## config.mk

```make
export PLATFORM = sky130hd
export DESIGN_NAME = ex_operand_stage
export DESIGN_NICKNAME = d
export VERILOG_FILES = /design/src/rtl/ex_operand_stage.sv
export SDC_FILE = /design/constraint.sdc
export NUM_CORES = 1
export LEC_CHECK = 0
export ABC_AREA = 1
export CORE_MARGIN = 4
export CORE_UTILIZATION = 45
export CTS_CLUSTER_SIZE = 10
export DETAILED_ROUTE_END_ITERATION = 10
export HOLD_SLACK_MARGIN = 0.03
export PLACE_DENSITY = 0.76
export SETUP_SLACK_MARGIN = 0.4
export SLEW_MARGIN = 5
export SYNTH_ARGS = -nofsm -noshare
export SYNTH_HDL_FRONTEND = slang
export SYNTH_SLANG_ARGS = --single-unit
export TNS_END_PERCENT = 30
```

## constraint.sdc

```tcl
create_clock -name clk -period 2.25 [get_ports clk]
set_clock_uncertainty 0.15 [all_clocks]
set_input_delay 0.3375 -clock clk [delete_from_list [all_inputs] [get_ports clk]]
set_output_delay 0.3375 -clock clk [all_outputs]
set_load 0.01 [all_outputs]
```

## src/rtl/ex_operand_stage.sv

```systemverilog
// ID/EX pipeline register with operand forwarding ahead of the ALU.
// Holds one decoded instruction, resolves rs1/rs2 against MEM and WB
// producers, and inserts bubbles while a load result is still outstanding.
module ex_operand_stage #(
  parameter int DATA_WIDTH     = 32,
  parameter int OPCODE_LENGTH  = 4,
  parameter int REG_ADDR_WIDTH = 5
) (
  input  logic                      clk,
  input  logic                      reset,
  input  logic                      flush,
  input  logic                      id_valid,
  output logic                      id_ready,
  input  logic [REG_ADDR_WIDTH-1:0] id_rs1,
  input  logic [REG_ADDR_WIDTH-1:0] id_rs2,
  input  logic [REG_ADDR_WIDTH-1:0] id_rd,
  input  logic [DATA_WIDTH-1:0]     id_rs1_data,
  input  logic [DATA_WIDTH-1:0]     id_rs2_data,
  input  logic [DATA_WIDTH-1:0]     id_imm,
  input  logic                      id_alu_src,
  input  logic [OPCODE_LENGTH-1:0]  id_alu_op,
  input  logic                      id_reg_write,
  input  logic                      mem_fwd_valid,
  input  logic [REG_ADDR_WIDTH-1:0] mem_fwd_rd,
  input  logic [DATA_WIDTH-1:0]     mem_fwd_data,
  input  logic                      wb_fwd_valid,
  input  logic [REG_ADDR_WIDTH-1:0] wb_fwd_rd,
  input  logic [DATA_WIDTH-1:0]     wb_fwd_data,
  input  logic                      ld_pending_valid,
  input  logic [REG_ADDR_WIDTH-1:0] ld_pending_rd,
  output logic                      ex_valid,
  input  logic                      ex_ready,
  output logic [DATA_WIDTH-1:0]     SrcA,
  output logic [DATA_WIDTH-1:0]     SrcB,
  output logic [OPCODE_LENGTH-1:0]  Operation,
  output logic [REG_ADDR_WIDTH-1:0] ex_rd,
  output logic                      ex_reg_write,
  output logic [15:0]               stall_count
);

  // Register x0 is hardwired to zero, so it never matches a producer.
  function automatic logic src_match(input logic                      v,
                                     input logic [REG_ADDR_WIDTH-1:0] rd,
                                     input logic [REG_ADDR_WIDTH-1:0] src);
    return v && (rd == src) && (src != '0);
  endfunction

  logic                      valid_q;
  logic [REG_ADDR_WIDTH-1:0] rs1_q, rs2_q, rd_q;
  logic [DATA_WIDTH-1:0]     a_q, b_q, imm_q;
  logic                      alu_src_q;
  logic [OPCODE_LENGTH-1:0]  op_q;
  logic                      reg_write_q;
  logic [15:0]               stall_q;

  logic                      transfer, fire, hazard;
  logic [DATA_WIDTH-1:0]     rs_a, rs_b, cap_a, cap_b;

  assign hazard   = valid_q & (src_match(ld_pending_valid, ld_pending_rd, rs1_q) |
                               (src_match(ld_pending_valid, ld_pending_rd, rs2_q) & ~alu_src_q));
  assign ex_valid = valid_q & ~hazard;
  assign fire     = ex_valid & ex_ready;
  assign id_ready = ~flush & (~valid_q | fire);
  assign transfer = id_valid & id_ready;

  // Operand resolution for the held entry: MEM is younger than WB, so it wins.
  always_comb begin
    rs_a = a_q;
    rs_b = b_q;
    if (src_match(wb_fwd_valid, wb_fwd_rd, rs1_q))   rs_a = wb_fwd_data;
    if (src_match(mem_fwd_valid, mem_fwd_rd, rs1_q)) rs_a = mem_fwd_data;
    if (src_match(wb_fwd_valid, wb_fwd_rd, rs2_q))   rs_b = wb_fwd_data;
    if (src_match(mem_fwd_valid, mem_fwd_rd, rs2_q)) rs_b = mem_fwd_data;
  end

  // Capture values: a same-cycle register-file write beats the stale read data.
  always_comb begin
    cap_a = (id_rs1 == '0) ? '0 : id_rs1_data;
    cap_b = (id_rs2 == '0) ? '0 : id_rs2_data;
    if (src_match(wb_fwd_valid, wb_fwd_rd, id_rs1)) cap_a = wb_fwd_data;
    if (src_match(wb_fwd_valid, wb_fwd_rd, id_rs2)) cap_b = wb_fwd_data;
  end

  // Bubbles present all-zero controls and operands so the ALU sees a quiet input.
  assign SrcA         = valid_q ? rs_a : '0;
  assign SrcB         = valid_q ? (alu_src_q ? imm_q : rs_b) : '0;
  assign Operation    = valid_q ? op_q : '0;
  assign ex_rd        = valid_q ? rd_q : '0;
  assign ex_reg_write = valid_q & reg_write_q;
  assign stall_count  = stall_q;

  // Entry occupancy: flush kills, transfer refills, a consumed entry drains.
  always_ff @(posedge clk) begin
    if (reset)         valid_q <= 1'b0;
    else if (flush)    valid_q <= 1'b0;
    else if (transfer) valid_q <= 1'b1;
    else if (fire)     valid_q <= 1'b0;
  end

  // Entry payload: load on transfer, otherwise track WB writes to held sources.
  always_ff @(posedge clk) begin
    if (reset) begin
      rs1_q       <= '0;
      rs2_q       <= '0;
      rd_q        <= '0;
      a_q         <= '0;
      b_q         <= '0;
      imm_q       <= '0;
      alu_src_q   <= 1'b0;
      op_q        <= '0;
      reg_write_q <= 1'b0;
    end else if (transfer) begin
      rs1_q       <= id_rs1;
      rs2_q       <= id_rs2;
      rd_q        <= id_rd;
      a_q         <= cap_a;
      b_q         <= cap_b;
      imm_q       <= id_imm;
      alu_src_q   <= id_alu_src;
      op_q        <= id_alu_op;
      reg_write_q <= id_reg_write;
    end else if (valid_q) begin
      if (src_match(wb_fwd_valid, wb_fwd_rd, rs1_q)) a_q <= wb_fwd_data;
      if (src_match(wb_fwd_valid, wb_fwd_rd, rs2_q)) b_q <= wb_fwd_data;
    end
  end

  // Load-use bubble counter, saturating; survives flush.
  always_ff @(posedge clk) begin
    if (reset)                           stall_q <= '0;
    else if (hazard && stall_q != 16'hFFFF) stall_q <= stall_q + 16'd1;
  end

endmodule
```

* Word-level counts from Yosys, hierarchy flattened
Index checks and enable logic that the tools add are counted.
** Word-level totals
- Bits of input ports :: 204
- Register bits :: 134
- Word-level logic and storage cells :: 79
** Operators by class
- Add/subtract/negate cells :: 1
- Reductions and logical operators :: 26
- Eq/ne operators :: 9
- Bitwise operators :: 13
- Mux-type cells :: 19
** Operators by type and width (count)
- two-way mux 32 bit :: 15
- equality test 5 bit :: 8
- nonzero test 5 bit :: 4
- logical AND 1 bit :: 17
- adder 16 x 1 -> 16 bit (second input constant) :: 1
- inequality test 16 bit (second input constant) :: 1
- zero test 5 bit :: 2
- AND 1 bit :: 7
- two-way mux 5 bit :: 1
- two-way mux 4 bit :: 1
- inverter 1 bit :: 4
- nonzero test 2 bit :: 2
- two-way mux 1 bit :: 2
- OR 1 bit :: 2
- OR reduction 2 bit :: 1

* Logic depth before layout (Yosys ltp)
Gate-level depths: netlist of run 1.
- Depth in word-level cells :: 13
- Depth in mapped cells :: 18
- Gate-level depth less buffers :: 16

* Worst setup path after synthesis of run 1
No wires, ideal clock.
- Path type :: input to output
- From :: input wb_fwd_rd[4]
- To :: output SrcB[24]
- Arrival time :: 1.655 ns
- Stages :: 10
- Slack :: 0.108 ns
- Path through :: clkbuf_2 -> inv_1 -> nand2_1 -> nand3_1 -> nor3_2 -> nand2_2 -> clkbuf_1 -> o21ai_0 -> o21a_1 -> a21oi_1
** Between the ends
- Word-level cells in the longest chain between the ends :: 7
** Ends and longest elaborated chain
- from (decl) :: RTL line 27 : input logic [REG_ADDR_WIDTH-1:0] wb_fwd_rd,
- equality test 5 bit :: RTL line 45 : return v && (rd == src) && (src != '0);
- logical AND 1 bit (2 in a row) :: RTL line 45
- two-way mux 32 bit
- two-way mux 32 bit :: RTL line 73 : if (src_match(mem_fwd_valid, mem_fwd_rd, rs2_q)) rs_b = mem_fwd_data;
- two-way mux 32 bit (2 in a row) :: RTL line 86 : assign SrcB = valid_q ? (alu_src_q ? imm_q : rs_b) : '0;
- to (decl) :: RTL line 34 : output logic [DATA_WIDTH-1:0] SrcB,
Every way passes these cells.

* Final worst setup path of run 1
- From :: register rs2_q[3]
- To :: output SrcB[18]
** Between the ends
- Word-level cells in the longest chain between the ends :: 7
** Ends and longest elaborated chain
- from (decl) :: RTL line 49 : logic [REG_ADDR_WIDTH-1:0] rs1_q, rs2_q, rd_q;
- from (signal assigned) :: RTL line 114 : rs2_q <= id_rs2;
- equality test 5 bit :: RTL line 45
- logical AND 1 bit (2 in a row) :: RTL line 45
- two-way mux 32 bit
- two-way mux 32 bit (*) :: RTL line 73
- two-way mux 32 bit (*) (2 in a row) :: RTL line 86
Every way passes the cells marked *; elsewhere a longest branch is shown, timed or not.

==> results of run 1 <==
## flip-flops by register name (all words and copies together), names as in the netlist
signal and count:
b_q 32, op_q 4, rd_q 5, a_q 32
valid_q 1, imm_q 32, alu_src_q 1, rs1_q 5
rs2_q 5, stall_count 16, reg_write_q 1
## kinds of logic after synthesis
kind of cell | count (synthesis) | synth area share [%]
adder cells (fa/ha/maj) | 1 | 0.118
AND/OR/NAND/NOR | 972 | 38.6
XOR/XNOR | 21 | 1.74
flip-flops | 134 | 25.4
buffers and inverters | 450 | 17.0
AO/OA/AOI/OAI | 317 | 17.1
## worst paths after layout
kind,startpoint,endpoint,depth (start not counted)
worst max-delay path,rs2_q[3],SrcB[18],10
worst min-delay path,reset,stall_count[3],4
worst max register to register,rs2_q[0],a_q[14],20
worst min register to register,op_q[1],op_q[1],2
## synth_stat cells (all sizes together), types with 32 or more instances
master,instances,area share (%)
o211ai,33,2.3
o21a,32,2.3
nand3,135,6.4
nand4,70,4.2
clkbuf,85,3.0
inv,314,11
o21ai,142,6.7
a21oi,103,5.3
nand2,652,23
nor2,97,3.4
buf,50,2.8
dfxtp,134,25
## per-stage QoR
stage	instance area, sq um	setup TNS (ps)	hold WS, ps	total power [W]	utilization [%]
finish	17200	-51170	259	0.00734	75.1
global placement	14600	-99440	298	0.00418	63.8
CTS	16100	-36900	225	0.00715	70.5
global route	17200	-68660	268	0.00759	75.1
detailed placement	14600	-106420	304	0.00419	63.8
floorplan	10700	0	290	0.00339	-
## worst reg2reg max path, cell delays in order (launching register included)
cell and delay [ps]:
dfxtp_4 390, inv_4 50, buf_4 130, buf_6 110, nand2_2 40, nand2_1 50, inv_1 50, nand2_1 40
nor2_1 110, nand2_1 90, nand2_2 110, nand2_4 80, nand2_4 100, buf_6 110, nand2_4 60, buf_4 160
bufbuf_16 280, nand4_1 70, nand3_1 90, nand2_1 90, inv_1 50
## repair_timing
item,in CTS,in global routing
endpoints found under the hold margin,0,0
cloned,19,9
setup endpoints to repair,226,226
resized for setup,462,246
buffers inserted,28,9
pin swaps,38,73
## routing by layer
| layer | part of all wire (%) | GRT usage, % |
|---|---|---|
| met1 | 37 | 43.5 |
| met4 | 5.5 | 15.6 |
| met5 | 0.075 | 0 |
| met3 | 11 | 7.45 |
| met2 | 47 | 59.4 |
## layout make-up
| type | instances | area share, % |
|---|---|---|
| Timing Repair Buffer | 471 | 29.5 |
| Tap cell | 313 | 2.28 |
| Timing Repair inverter | 1 | 0.0438 |
| Clock inverter | 15 | 0.941 |
| Sequential cell | 134 | 15.8 |
| Multi-Input combinational cell | 1311 | 41.8 |
| Inverter | 315 | 7.05 |
| Antenna cell | 2 | 0.0292 |
| Clock buffer | 17 | 2.48 |
## power breakdown
group	total, W	internal, W	switching [W]
Combinational	0.00193	0.000900	0.00103
Clock	0.00287	0.00158	0.00129
Sequential	0.00254	0.00247	0.0000683
==> results.py, run 1 <==
metrics = {
    "route": {
        "dr.pass1.iters": 6,
        "wirelength_microns": 50400,
        "wl_per_cell_microns": 19.5,
        "vias_per_cell": 5.63,
        "drc": 0,
        "ant_nets": 0,
        "drt_iter0_markers": 1760,
        "via_count": 14500,
    },
    "hold_path": {
        "min-delay-path-class": "in -> reg",
    },
    "cts": {
        "path_clk_slew_ps": 70,
        "clock_latency_ps": 440,
        "cts_tree": "yes",
        "cts_hold_buf": 0,
        "clock_sinks": 134,
        "cts-root-buf": "clkbuf_16",
        "cts-htree-levels": 4,
        "cts_buffers": 17,
        "clockBufferDepth": 2,
    },
    "placed_design": {
        "port-buffer-count": 295,
        "dp_slack_ps": -991,
        "place.gp.congestion": 1.01,
        "placed_cells": 2480,
        "dp_hpwl_microns": 30900,
    },
    "timing": {
        "max-slew-margin-rel_pct": 40.4,
        "timing.final.ws_setup_ps": -628,
        "slew_violations": 0,
        "timing.final.crit_share_pct": 128,
        "final.min_clock_period_ps": 2880,
        "setup_violations": 192,
        "rsz0062_at_grt": "yes",
        "fmaxAchievable_mhz": 347,
        "tightestPinTransition_ps": 894,
        "finalHoldViolations": 0,
    },
    "grt": {
        "first_global_vias": 13700,
        "antenna_found_initial": 6,
        "grt_pass1_wl_microns": 74200,
        "grt_use_total_pct": 35.3,
        "overflow": 0,
        "grt_max_degree": 65,
    },
    "floorplan": {
        "ios": 296,
        "dieArea_sq_um": 26000,
        "die_width_microns": 161,
        "rows": 55,
        "die_h_microns": 161,
        "initial_core_util_pct": 46.3,
        "fp.coreArea_sq_um": 22800,
    },
    "critical_path": {
        "worstSetupEndpointType": "output pin",
        "crit_top_cell": "a21oi_2",
        "r2r_setup_slack_ps": -260,
        "cp_cell_sequence": "a21oi_2 -> nand3_2 -> nor3_4 -> nand2_4 -> buf_6 -> buf_16 -> o21ai_2 -> o21a_1 -> a21oi_2 -> buf_2",
        "crit_path_top_delay_cell": "dfxtp_4",
        "start_kind": "flip-flop",
        "max_stage_delay_ps": 370,
        "cp.required_ps": 1760,
        "critPathKind": "reg -> out",
        "cp_max_fo": 8,
        "path_buf_inv": 3,
        "cp.arrival_ps": 2390,
        "critPathTopFamily": "compound AO/OA/AOI/OAI gates",
    },
    "layout": {
        "area_growth_syn_to_layout_pct": 62.3,
        "final_cell_mix": "570 x nand2_1, 292 x inv_1, 196 x clkdlybuf4s50_1, 122 x dfxtp_1, 119 x nand3_1",
        "drive_gt1_share_pct": 24.5,
        "nNetsFinal": 2456,
        "multi_input_area_sq_um": 7180,
        "fin_cells": 2579,
        "seq_area_sq_um": 2710,
        "fillers": 1775,
        "final_common_cell": "nand2_1",
    },
    "power": {
        "leakagePower_nw": 8.99,
        "power_density_nw_per_um2": 428,
        "peakVddDrop_mv": 0.479,
    },
    "run_status": {
        "violations": "setup timing",
        "status": "finished with violations",
    },
    "yosys": {
        "synthCells": 1895,
        "synth_edf_count": 0,
        "ys_seq_area_share_pct": 25.4,
        "synthArstFlopShare_pct": 0,
        "ys.flop_type": "dfxtp_1",
        "synth_seq_cells": 134,
        "synth_nets": 2100,
        "synth_warnings": 0,
        "netlist_area_sq_um": 10600,
        "avgSynthCellArea_sq_um": 5.58,
        "synth_cell_types": 36,
    },
    "flow_run": {
        "drv_cap": 0,
    },
}
No activity file was read; power rests on OpenSTA's default activity.
==> run 2, diff against run 1 <==
--- a/config.mk
+++ b/config.mk
@@ -11,6 +11,7 @@
 export CTS_CLUSTER_SIZE = 10
 export DETAILED_ROUTE_END_ITERATION = 10
 export HOLD_SLACK_MARGIN = 0.03
+export MAX_ROUTING_LAYER = met4
 export PLACE_DENSITY = 0.76
 export SETUP_SLACK_MARGIN = 0.4
 export SLEW_MARGIN = 5
==> run 2 against run 1 <==
  * The run still ends with setup timing left
  * Cell area grew 1.9%
  * Global-route usage grew 2.8 points
  * Core utilization grew 1.4 points
  * Maximum frequency shrank 0.79%
  * Routed wire length grew 4.5%
  * Combinational power grew 4%
  * Sequential power is essentially flat
  * Cell count grew 1.9%
  * Sequential cell count is the same
  * Critical path depth grew 5
==> results.py, run 2 (synthesis gave the netlist of run 1 again) <==
metrics = {
    "run_status": {
        "status": "finished with violations",
        "violations": "setup timing",
    },
    "route": {
        "wl_per_cell_microns": 20.0,
        "via_count": 14800,
        "vias_per_cell": 5.61,
        "wirelength_microns": 52700,
        "drc": 0,
        "ant_nets": 0,
        "dr.pass1.iters": 6,
        "drt_iter0_markers": 1733,
    },
    "placed_design": {
        "post_dp_cell_area_sq_um": 14800,
        "dp_hpwl_microns": 31200,
        "port-buffer-count": 295,
        "place.gp.congestion": 1.00,
    },
    "layout": {
        "final_util_pct": 76.5,
        "final_common_cell": "nand2_1",
        "area_growth_syn_to_layout_pct": 65.3,
        "fillers": 1726,
        "drive_gt1_share_pct": 24.1,
        "final_cell_mix": "587 x nand2_1, 296 x inv_1, 197 x clkdlybuf4s50_1, 128 x nand3_1, 122 x dfxtp_1",
        "nNetsFinal": 2504,
        "reg_top3": "a_q x32, b_q x32, imm_q x32",
        "final_area_sq_um": 17500,
    },
    "timing": {
        "max-slew-margin-rel_pct": 48.8,
        "timing.final.ws_setup_ps": -651,
        "finalHoldViolations": 0,
        "setup_violations": 186,
        "tightestPinTransition_ps": 768,
        "timing.final.crit_share_pct": 129,
        "setup_tns_ps": -67750,
        "rsz0062_at_grt": "yes",
        "fmaxAchievable_mhz": 345,
        "timing.hold.ws_ps": 255,
        "final.min_clock_period_ps": 2900,
        "slew_violations": 0,
    },
    "critical_path": {
        "cp_cell_sequence": "buf_6 -> inv_4 -> nand3_4 -> nor2_4 -> buf_6 -> a211oi_4 -> nand2_2 -> inv_4 -> buf_12 -> buf_4 -> buf_16 -> nand2_1 -> o21a_1 -> a21oi_2 -> buf_2",
        "rr_endpoint": "a_q[26]",
        "startpoint": "rs2_q[3]",
        "critPathKind": "reg -> out",
        "max_stage_delay_ps": 350,
        "start_kind": "flip-flop",
        "cp-endpoint": "SrcB[15]",
        "reg2regPathDepth": 20,
        "critPathTopFamily": "buffers and inverters",
        "cp.required_ps": 1760,
        "rr_startpoint": "rs1_q[1]",
        "cp_max_fo": 5,
        "path_buf_inv": 8,
        "r2r_setup_slack_ps": -620,
        "worstSetupEndpointType": "output pin",
        "crit_path_top_delay_cell": "dfxtp_2",
        "cp.arrival_ps": 2410,
        "crit_cells": 15,
    },
    "power": {
        "netSwitchingPower_w": 0.00240,
        "swShare_pct": 32.2,
        "power_density_nw_per_um2": 426,
        "leakagePower_nw": 9.18,
        "power_frac_clock_pct": 38.9,
        "p_comb_share_pct": 26.9,
        "intPower_w": 0.00504,
        "peakVddDrop_mv": 0.419,
        "p_seq_share_pct": 34.2,
    },
    "grt": {
        "antenna_found_initial": 3,
        "grt_pass1_wl_microns": 76100,
        "first_global_vias": 13900,
        "grt_use_total_pct": 38.0,
        "grt_max_degree": 75,
        "overflow": 0,
    },
    "cts": {
        "cts_tree": "yes",
        "clock_sinks": 134,
        "clock_latency_ps": 440,
        "cts_hold_buf": 0,
        "cts-htree-levels": 4,
        "clockBufferDepth": 2,
        "path_clk_slew_ps": 70,
        "cts-root-buf": "clkbuf_16",
        "cts_buffers": 17,
    },
    "hold_path": {
        "min-delay-path-class": "in -> reg",
    },
    "floorplan": {
        "rows": 55,
        "initial_core_util_pct": 46.3,
        "dieArea_sq_um": 26000,
        "die_h_microns": 161,
        "ios": 296,
        "fp.coreArea_sq_um": 22800,
        "die_width_microns": 161,
    },
    "flow_run": {
        "drv_cap": 0,
    },
}
==> run 2: final cells by class <==
| class | count | area [sq um] | area share, % |
|---|---|---|---|
| Multi-Input combinational cell | 1312 | 6960 | 39.8 |
| Timing Repair Buffer | 519 | 5610 | 32.1 |
| Tap cell | 313 | 392 | 2.24 |
| Inverter | 315 | 1200 | 6.88 |
| Clock buffer | 19 | 453 | 2.59 |
| Clock inverter | 13 | 135 | 0.773 |
| Antenna cell | 3 | 7.51 | 0.0430 |
| Sequential cell | 134 | 2710 | 15.5 |
==> run 2: worst min-delay path, cell delays in order <==
cell,delay (ps)
buf_2,100
inv_2,40
buf_12,180
nand2_1,110
nor2_1,30
==> run 2: stage by stage <==
| stage | cells | setup slack, ps | total power (W) |
|---|---|---|---|
| CTS | 2606 | -674 | 0.00725 |
| floorplan | 1895 | 235 | 0.00339 |
| finish | 2628 | -651 | 0.00744 |
| global route | 2628 | -736 | 0.00769 |
| global placement | 2499 | -946 | 0.00421 |
| detailed placement | 2499 | -984 | 0.00422 |
==> run 2: worst min path at each step <==
stage / startpoint / endpoint / depth (start not counted)
2_1_floorplan: imm_q[10] / imm_q[10] / 2
3_3_place_gp: imm_q[4] / imm_q[4] / 2
3_5_place_dp: imm_q[7] / imm_q[7] / 2
4_1_cts: id_valid / imm_q[29] / 3
5_1_grt: reset / stall_count[14] / 5
6_report: reset / stall_count[14] / 5
==> run 2: power by group through the flow <==
| stage | logic [W] | clock network, W | registers (W) |
|---|---|---|---|
| 3_5_place_dp | 0.00163 | 0 | 0.00259 |
| 6_report | 0.00200 | 0.00290 | 0.00254 |
| 5_1_grt | 0.00213 | 0.00301 | 0.00255 |
| 3_3_place_gp | 0.00163 | 0 | 0.00258 |
| 2_1_floorplan | 0.000813 | 0 | 0.00257 |
| 4_1_cts | 0.00182 | 0.00289 | 0.00254 |
==> run 2: what timing repair did <==
action                     in CTS  in global routing
gates resized for setup       456                196
setup endpoints to repair     226                226
buffers inserted               52                 14
pin swaps                      54                 71
gates cloned                   23                  5
==> run 2: layer usage <==
layer	wire, microns	GRT usage (%)	share of wire (%)
met4	3930	21.1	7.5
met3	6100	9.70	12
met2	23300	59.7	44
met5	0	-	0
met1	19300	44.6	37
